--- config.mk ---
export PLATFORM = sky130hd
export DESIGN_NAME = wb_manager
export DESIGN_NICKNAME = d
export VERILOG_FILES = /design/src/rtl/wb_manager.sv
export SDC_FILE = /design/constraint.sdc
export NUM_CORES = 1
export LEC_CHECK = 0
export CORE_ASPECT_RATIO = 1.2
export CORE_MARGIN = 1
export CORE_UTILIZATION = 50
export CTS_BUF_LIST = sky130_fd_sc_hd__clkbuf_2 sky130_fd_sc_hd__clkbuf_4 sky130_fd_sc_hd__clkbuf_8
export DETAILED_ROUTE_END_ITERATION = 16
export DONT_BUFFER_PORTS = 1
export GPL_ROUTABILITY_DRIVEN = 0
export GPL_TIMING_DRIVEN = 0
export PLACE_DENSITY = 0.71
export REMOVE_ABC_BUFFERS = 1
export SETUP_SLACK_MARGIN = 0.05
export SYNTH_ARGS = -nofsm -noshare
export SYNTH_HDL_FRONTEND = slang
export SYNTH_SLANG_ARGS = --single-unit
export TNS_END_PERCENT = 20
--- constraint.sdc ---
create_clock -name clk -period 2 [get_ports clk]
set_input_delay 0.2 -clock clk [delete_from_list [all_inputs] [get_ports clk]]
set_output_delay 0.2 -clock clk [all_outputs]
set_load 0.05 [all_outputs]
--- src/rtl/wb_manager.sv ---
// Classic Wishbone master: runs one arbitrated read/write per request,
// with a bounded ACK wait that ends in a one-cycle ERR state.
module wb_manager #(
    parameter int unsigned            ADDR_W   = 32,
    parameter int unsigned            DATA_W   = 32,
    parameter int unsigned            TIMEOUT  = 16,
    parameter logic [DATA_W-1:0]      ERR_DATA = 32'hBAD0BAD0
) (
    input  logic              clk,
    input  logic              Rst,
    input  logic              mem_read,
    input  logic              mem_write,
    input  logic [ADDR_W-1:0] adr_to_mem,
    input  logic [DATA_W-1:0] data_to_mem,
    input  logic [3:0]        sel_to_mem,
    output logic [DATA_W-1:0] data_from_mem,
    output logic              mem_busy,
    output logic              bus_err,
    output logic [ADDR_W-1:0] ADR_O,
    output logic [DATA_W-1:0] DAT_O,
    output logic [3:0]        SEL_O,
    output logic              WE_O,
    output logic              STB_O,
    output logic              CYC_O,
    input  logic [DATA_W-1:0] DAT_I,
    input  logic              ACK_I,
    input  logic              ERR_I
);

    localparam int unsigned CW = (TIMEOUT > 2) ? $clog2(TIMEOUT) : 1;
    localparam logic [CW-1:0] CNT_MAX = CW'(TIMEOUT - 1);

    typedef enum logic [1:0] {IDLE, BUS, ERR} state_t;

    state_t            state_q, state_d;
    logic [CW-1:0]     cnt_q, cnt_d;
    logic [ADDR_W-1:0] adr_q, adr_d;
    logic [DATA_W-1:0] dat_q, dat_d;
    logic [3:0]        sel_q, sel_d;
    logic              we_q, we_d;
    logic              cyc_q, cyc_d;
    logic              busy_q, busy_d;
    logic              err_q, err_d;
    logic [DATA_W-1:0] rdata_q, rdata_d;

    always_ff @(posedge clk) begin
        if (Rst) begin
            state_q <= IDLE;
            cnt_q   <= '0;
            adr_q   <= '0;
            dat_q   <= '0;
            sel_q   <= '0;
            we_q    <= 1'b0;
            cyc_q   <= 1'b0;
            busy_q  <= 1'b0;
            err_q   <= 1'b0;
            rdata_q <= '0;
        end else begin
            state_q <= state_d;
            cnt_q   <= cnt_d;
            adr_q   <= adr_d;
            dat_q   <= dat_d;
            sel_q   <= sel_d;
            we_q    <= we_d;
            cyc_q   <= cyc_d;
            busy_q  <= busy_d;
            err_q   <= err_d;
            rdata_q <= rdata_d;
        end
    end

    always_comb begin
        state_d = state_q;
        cnt_d   = cnt_q;
        adr_d   = adr_q;
        dat_d   = dat_q;
        sel_d   = sel_q;
        we_d    = we_q;
        cyc_d   = cyc_q;
        busy_d  = busy_q;
        err_d   = 1'b0;
        rdata_d = rdata_q;
        unique case (state_q)
            IDLE: begin
                if (mem_read || mem_write) begin
                    state_d = BUS;
                    cnt_d   = '0;
                    adr_d   = adr_to_mem;
                    dat_d   = data_to_mem;
                    sel_d   = sel_to_mem;
                    we_d    = mem_write;
                    cyc_d   = 1'b1;
                    busy_d  = 1'b1;
                end
            end
            BUS: begin
                // ERR_I beats ACK_I, but an ACK on the last allowed cycle still completes
                if (ERR_I) begin
                    state_d = ERR;
                    cyc_d   = 1'b0;
                    err_d   = 1'b1;
                    if (!we_q) rdata_d = ERR_DATA;
                end else if (ACK_I) begin
                    state_d = IDLE;
                    cyc_d   = 1'b0;
                    we_d    = 1'b0;
                    busy_d  = 1'b0;
                    if (!we_q) rdata_d = DAT_I;
                end else if (cnt_q == CNT_MAX) begin
                    state_d = ERR;
                    cyc_d   = 1'b0;
                    err_d   = 1'b1;
                    if (!we_q) rdata_d = ERR_DATA;
                end else begin
                    cnt_d = cnt_q + 1'b1;
                end
            end
            ERR: begin
                state_d = IDLE;
                we_d    = 1'b0;
                busy_d  = 1'b0;
            end
            default: state_d = IDLE;
        endcase
    end

    assign data_from_mem = rdata_q;
    assign mem_busy      = busy_q;
    assign bus_err       = err_q;
    assign ADR_O         = adr_q;
    assign DAT_O         = dat_q;
    assign SEL_O         = sel_q;
    assign WE_O          = we_q;
    assign STB_O         = cyc_q;
    assign CYC_O         = cyc_q;

endmodule

==> impl_metrics.tcl, run 1 <==
set metrics [dict create \
    fin_ws_ns -0.0151 \
    synth_top_area_share 0.551 \
    switching_power_mw 2.11 \
    viasPerCell 5.59 \
    regArea_sq_mm 0.00221 \
    combinationalPowerShare 0.139 \
    cp_data_arrival_time_ns 2.30 \
    final_nets 595 \
    ff2ff_path_depth 5 \
    ys_ff_latch 110 \
    cts.htree.levels 3 \
    ys_types 33 \
    clockBufferDepth 2 \
    drive_gt1_frac 0.0738 \
    die_h_um 100 \
    antenna_found_initial 0 \
    cp_slowest_cell "or4_1" \
    slew_viol_final 0 \
    tns_ns -0.0151 \
    area_growth_pct 11.9 \
    nFillCells 700 \
    hold_class "input pin to flop" \
    vdd_drop_max_mv 0.627 \
    path_clk_slew_ns 0.11 \
    cts_tree "done" \
    dr.pass1.iters 4 \
    routedWlPerCell_um 15.7 \
    grt_pass1_wl_um 13600 \
    synth_area_sq_mm 0.00400 \
    antennaDiodeCount 0 \
    hold_path_depth 1 \
    whs_ns -0.112 \
    clock-root-buffer "clkbuf_8" \
    post_cts_buffers 0 \
    worst-slew-pin-transition_ns 1.10 \
    finalCritPeriodShare 1.01 \
    power.share.clock 0.264 \
    die_x_um 83.6 \
    synthCells 489 \
    setup_viol 1 \
    drtAntennaViolNets 0 \
    syn-mean-instance-area_sq_um 8.18 \
    synth_edf_count 0 \
    path_buf_inv 0 \
    routed_wirelength_um 9090 \
    grt_setup_unrepaired "true" \
    layout_common_cells "141 x nand2_1, 109 x dfxtp_1, 77 x a21oi_1" \
    power.density_mw_per_mm2 1250 \
    synth.largest_area_cell "dfxtp_1" \
    critical_path_required_ns 2.29 \
    crit_family "simple AND/OR/NAND/NOR gates" \
    io_pins 211 \
    grt_pass1_vias 2952 \
    initialDrtViolationCount 137 \
    crit_cells 5 \
    status "finished with violations" \
    grt_max_degree 112 \
    start_util 0.519 \
    synth_area_leaders "dfxtp_1 55%, nand2_1 13%, a21oi_1 9.6%, nor2_1 5.2%, a22oi_1 3.0%" \
    synth-seq-area-share 0.551 \
    hold_viol_final 97 \
    power_mw 5.58 \
    cap_violations 0 \
    relSlewSlack 0.266 \
    p_int_mw 3.47 \
    multi_input_area_sq_mm 0.00171 \
    dp_hpwl_um 5960 \
    seqPwrFrac 0.597 \
    clkLatencyLatePin_ns 0.36 \
    max_stage_delay_ns 0.55 \
    final.setup_skew_ns 0.0103 \
    drc 0 \
    critPathMaxFanout 8 \
    critPathCaptureType "flop" \
    cts_buffers 9 \
    async_reset_ff_frac 0 \
    violations "negative hold slack, negative setup slack" \
    layout_commonest_cell "nand2_1" \
    synth-main-ff-cell "dfxtp_1" \
    fin_crit_ns 2.02 \
    grtUsageTotal 0.201 \
    clkSinkCount 110 \
    port_buffers 0 \
    setup.worst_path.start_class "flop" \
    ys.warnings.count 0 \
    vias 3245 \
    max_freq_mhz 496 \
    grt_overflow 0 \
    netSwitchingFraction 0.378 \
    path_cells "ha_1, a311oi_4, mux2i_2, or4_1, a21oi_1" \
    coreArea_sq_mm 0.00771 \
    critPathKind "flop to flop" \
    rows 35 \
    p_leak_nw 1.72 \
    die_area_sq_mm 0.00836 \
]
cell usage after synthesis (all sizes together) (2+ instances only):
cell type	instances
nand2	141
a21oi	77
clkbuf	30
nand2b	4
nand3	2
dfxtp	110
nor3b	2
ha	6
nor2	55
buf	4
nor3	17
or2	3
or4	2
o21ai	4
nor2b	2
inv	2
a22oi	16
power by group through the flow:
stage | clock [mW] | sequential (mW) | combinational [mW]
2_1_floorplan | 0 | 3.33 | 0.517
3_3_place_gp | 0 | 3.38 | 0.625
3_5_place_dp | 0 | 3.38 | 0.707
4_1_cts | 1.52 | 3.33 | 0.733
5_1_grt | 1.60 | 3.36 | 0.875
6_report | 1.47 | 3.33 | 0.774
metal layers:
metal / share of wire / up-vias / global-route usage / wire length, um
li1: - / 1595 / - / -
met1: 0.40 / 1491 / 0.217 / 3610
met2: 0.50 / 145 / 0.351 / 4580
met3: 0.084 / 14 / 0.0748 / 759
met4: 0.016 / 0 / 0.0900 / 142
met5: 0 / - / 0 / 0
cells by family after synthesis:
group	after synthesis	synth area share
compound gates	104	0.151
fa+ha+maj	6	0.0188
buf+inv	36	0.0354
flops	110	0.551
mux	2	0.00626
simple gates	231	0.238
timing repair:
action / 4_1_cts / 5_1_grt
pin swaps: 1 / 0
hold endpoints to repair: 110 / 101
hold buffers: 9 / 4
gates cloned: 0 / 1
resized for setup: 0 / 10
endpoints found under the setup margin: 34 / 48
stage by stage:
step	hold WS, ns	cells	util	area, sq um	setup WS [ns]
final	-0.112	580	0.580	4470	-0.0151
after global routing	-0.140	580	0.580	4470	-0.116
after CTS	-0.135	575	0.569	4380	-0.183
after detailed placement	0.280	550	0.528	4070	-0.150
after global placement	0.278	547	0.516	3980	-2.21
after floorplan	0.269	455	-	3860	-1.08
flip-flops by register name, summed over array words and instances, names as in the netlist:
register,count
mem_busy,1
DAT_O,32
state_q,2
ADR_O,32
bus_err,1
data_from_mem,32
WE_O,1
SEL_O,4
cnt_q,4
CYC_O,1
path summary, 6_finish.rpt:
path / from / endpoint / slack (ns)
hold / removal: Rst / DAT_O[15]$_SDFFE_PP0P_ / -0.11
hold reg to reg: cnt_q[0]$_SDFFE_PP0P_ / cnt_q[0]$_SDFFE_PP0P_ / 0.54
setup / recovery: cnt_q[0]$_SDFFE_PP0P_ / cnt_q[3]$_SDFFE_PP0P_ / -0.02
setup reg to reg: cnt_q[0]$_SDFFE_PP0P_ / cnt_q[3]$_SDFFE_PP0P_ / -0.02
worst register-to-register path: stages, from the launching register on:
cell and delay [ns]:
dfxtp_1 0.35, ha_1 0.28, a311oi_4 0.40, mux2i_2 0.23, or4_1 0.55, a21oi_1 0.14
area by class of cell:
| class | instances | share of cell area |
|---|---|---|
| timing repair buffer | 16 | 0.0459 |
| clock buffer | 9 | 0.0277 |
| inverter | 2 | 0.00168 |
| clock inverter | 7 | 0.0229 |
| tap | 92 | 0.0257 |
| sequential | 110 | 0.493 |
| multi-input combinational | 344 | 0.383 |
No activity file was read; power rests on OpenSTA's default activity.
==> run 2, diff against run 1 <==
- PLACE_DENSITY: 0.71 -> default
- TNS_END_PERCENT: 20 -> default
==> run 2 against run 1 <==
Compared with the run above:
- the flow finishes with violations (negative hold slack)
- critical path depth is the same
- largest cell class unchanged
- sequential power about the same
- worst setup slack improved by 0.11 ns
- non-clock buffer count fell by 11
- clock power is 14% lower
- die area is the same
- highest routed layer unchanged
- sequential share of layout area is 1.9 points higher
==> impl_metrics.tcl, run 2 (same netlist as run 1, synthesis figures left out) <==
set metrics [dict create \
    grt_max_degree 112 \
    viasPerCell 5.65 \
    path_cells "ha_4, a311oi_4, mux2i_4, or4_1, a21oi_1" \
    coreArea_sq_mm 0.00771 \
    grt_setup_unrepaired "false" \
    max_freq_mhz 525 \
    cap_violations 0 \
    vias 3213 \
    layout_commonest_cell "nand2_1" \
    clock-root-buffer "clkbuf_8" \
    area_growth_pct 7.73 \
    cp_data_arrival_time_ns 2.20 \
    finish.utilization 0.559 \
    setup.worst_path.start_class "flop" \
    nFillCells 761 \
    cts_buffers 9 \
    cts_tree "done" \
    antennaDiodeCount 0 \
    whs_ns -0.106 \
    io_pins 211 \
    power.density_mw_per_mm2 1240 \
    path_clk_slew_ns 0.10 \
    dp_hpwl_um 5950 \
    vdd_drop_max_mv 0.653 \
    cts.htree.levels 3 \
    slew_viol_final 0 \
    cp_slowest_cell "or4_1" \
    die_x_um 83.6 \
    fin_cells 569 \
    drc 0 \
    status "finished with violations" \
    routedWlPerCell_um 16.2 \
    worst-slew-pin-transition_ns 1.01 \
    p_int_mw 3.21 \
    fin_crit_ns 1.91 \
    grt_overflow 0 \
    setup_viol 0 \
    dp.cells 549 \
    clockBufferDepth 2 \
    drtAntennaViolNets 0 \
    initialDrtViolationCount 136 \
    final.setup_skew_ns 0.0143 \
    drive_gt1_frac 0.0860 \
    clkSinkCount 110 \
    power_mw 5.32 \
    rows 35 \
    critical_path_required_ns 2.30 \
    layout_common_cells "141 x nand2_1, 108 x dfxtp_1, 76 x a21oi_1" \
    violations "negative hold slack" \
    port_buffers 0 \
    grt_pass1_wl_um 13700 \
    combinationalPowerShare 0.135 \
    p_leak_nw 1.62 \
    grt_pass1_vias 2760 \
    seqPwrFrac 0.626 \
    relSlewSlack 0.324 \
    die_area_sq_mm 0.00836 \
    finalCritPeriodShare 0.953 \
    max_stage_delay_ns 0.53 \
    grtUsageTotal 0.203 \
    critPathMaxFanout 7 \
    crit_family "compound AO/OA/AOI/OAI gates" \
    hold_class "input pin to flop" \
    dr.pass1.iters 4 \
    hold_viol_final 109 \
    routed_wirelength_um 9240 \
    path_buf_inv 0 \
    critPathKind "flop to flop" \
    cts_hold_buf 1 \
    start_util 0.519 \
    clkLatencyLatePin_ns 0.37 \
    netSwitchingFraction 0.396 \
    antenna_found_initial 0 \
    critPathCaptureType "flop" \
    switching_power_mw 2.11 \
    final_nets 584 \
    die_h_um 100 \
    power.share.clock 0.239 \
]
## run 2: metrics by stage
step / setup WS (ns) / area (sq um) / setup TNS, ns
4_1_cts: 0.0214 / 4240 / 0
2_1_floorplan: -1.08 / 3860 / -57.92
3_3_place_gp: -2.37 / 3980 / -146.54
3_5_place_dp: -0.236 / 4030 / -6.16
5_1_grt: 0.0349 / 4310 / 0
6_report: 0.0944 / 4310 / 0
## run 2: worst paths after layout
| path | start | end | slack, ns | cells after the start |
|---|---|---|---|---|
| worst max-delay path | cnt_q[1]$_SDFFE_PP0P_ | cnt_q[3]$_SDFFE_PP0P_ | 0.09 | 5 |
| worst min register to register | state_q[0]$_SDFFE_PP0P_ | state_q[0]$_SDFFE_PP0P_ | 0.54 | 2 |
| worst min-delay path | Rst | data_from_mem[30]$_SDFFE_PP0P_ | -0.11 | 1 |
| worst max register to register | cnt_q[1]$_SDFFE_PP0P_ | cnt_q[3]$_SDFFE_PP0P_ | 0.09 | 5 |
## run 2: power groups by stage
stage          sequential (mW)  clock, mW  combinational (mW)
3_3_place_gp              3.38          0               0.636
5_1_grt                   3.36       1.39               0.816
2_1_floorplan             3.33          0               0.517
6_report                  3.33       1.27               0.719
4_1_cts                   3.33       1.30               0.689
3_5_place_dp              3.38          0               0.681
## run 2: worst register-to-register path: stages, from the launching register on
cell      delay [ns]
dfxtp_1         0.36
ha_4            0.19
a311oi_4        0.46
mux2i_4         0.17
or4_1           0.53
a21oi_1         0.13
## run 2: repair_timing
action	CTS	global route
pin swaps	1	3
setup endpoints to repair	40	37
setup buffers	0	2
resized for setup	3	11
endpoints found under the hold margin	110	109
cloned	0	1
## run 2: final cells by class
class | instances | area (sq um) | area share
flip-flops and latches | 110 | 2200 | 0.512
multi-input cells | 344 | 1730 | 0.402
clock buffers | 11 | 145 | 0.0337
well taps | 92 | 115 | 0.0267
repair buffers | 5 | 65.1 | 0.0151
clock inverters | 5 | 40.0 | 0.00930
inverters | 2 | 7.51 | 0.00174
## run 2: layer usage
layer | GRT usage | part of all wire
met5 | 0 | 0
met4 | 0.0874 | 0.020
met3 | 0.0641 | 0.079
met2 | 0.347 | 0.50
met1 | 0.234 | 0.40
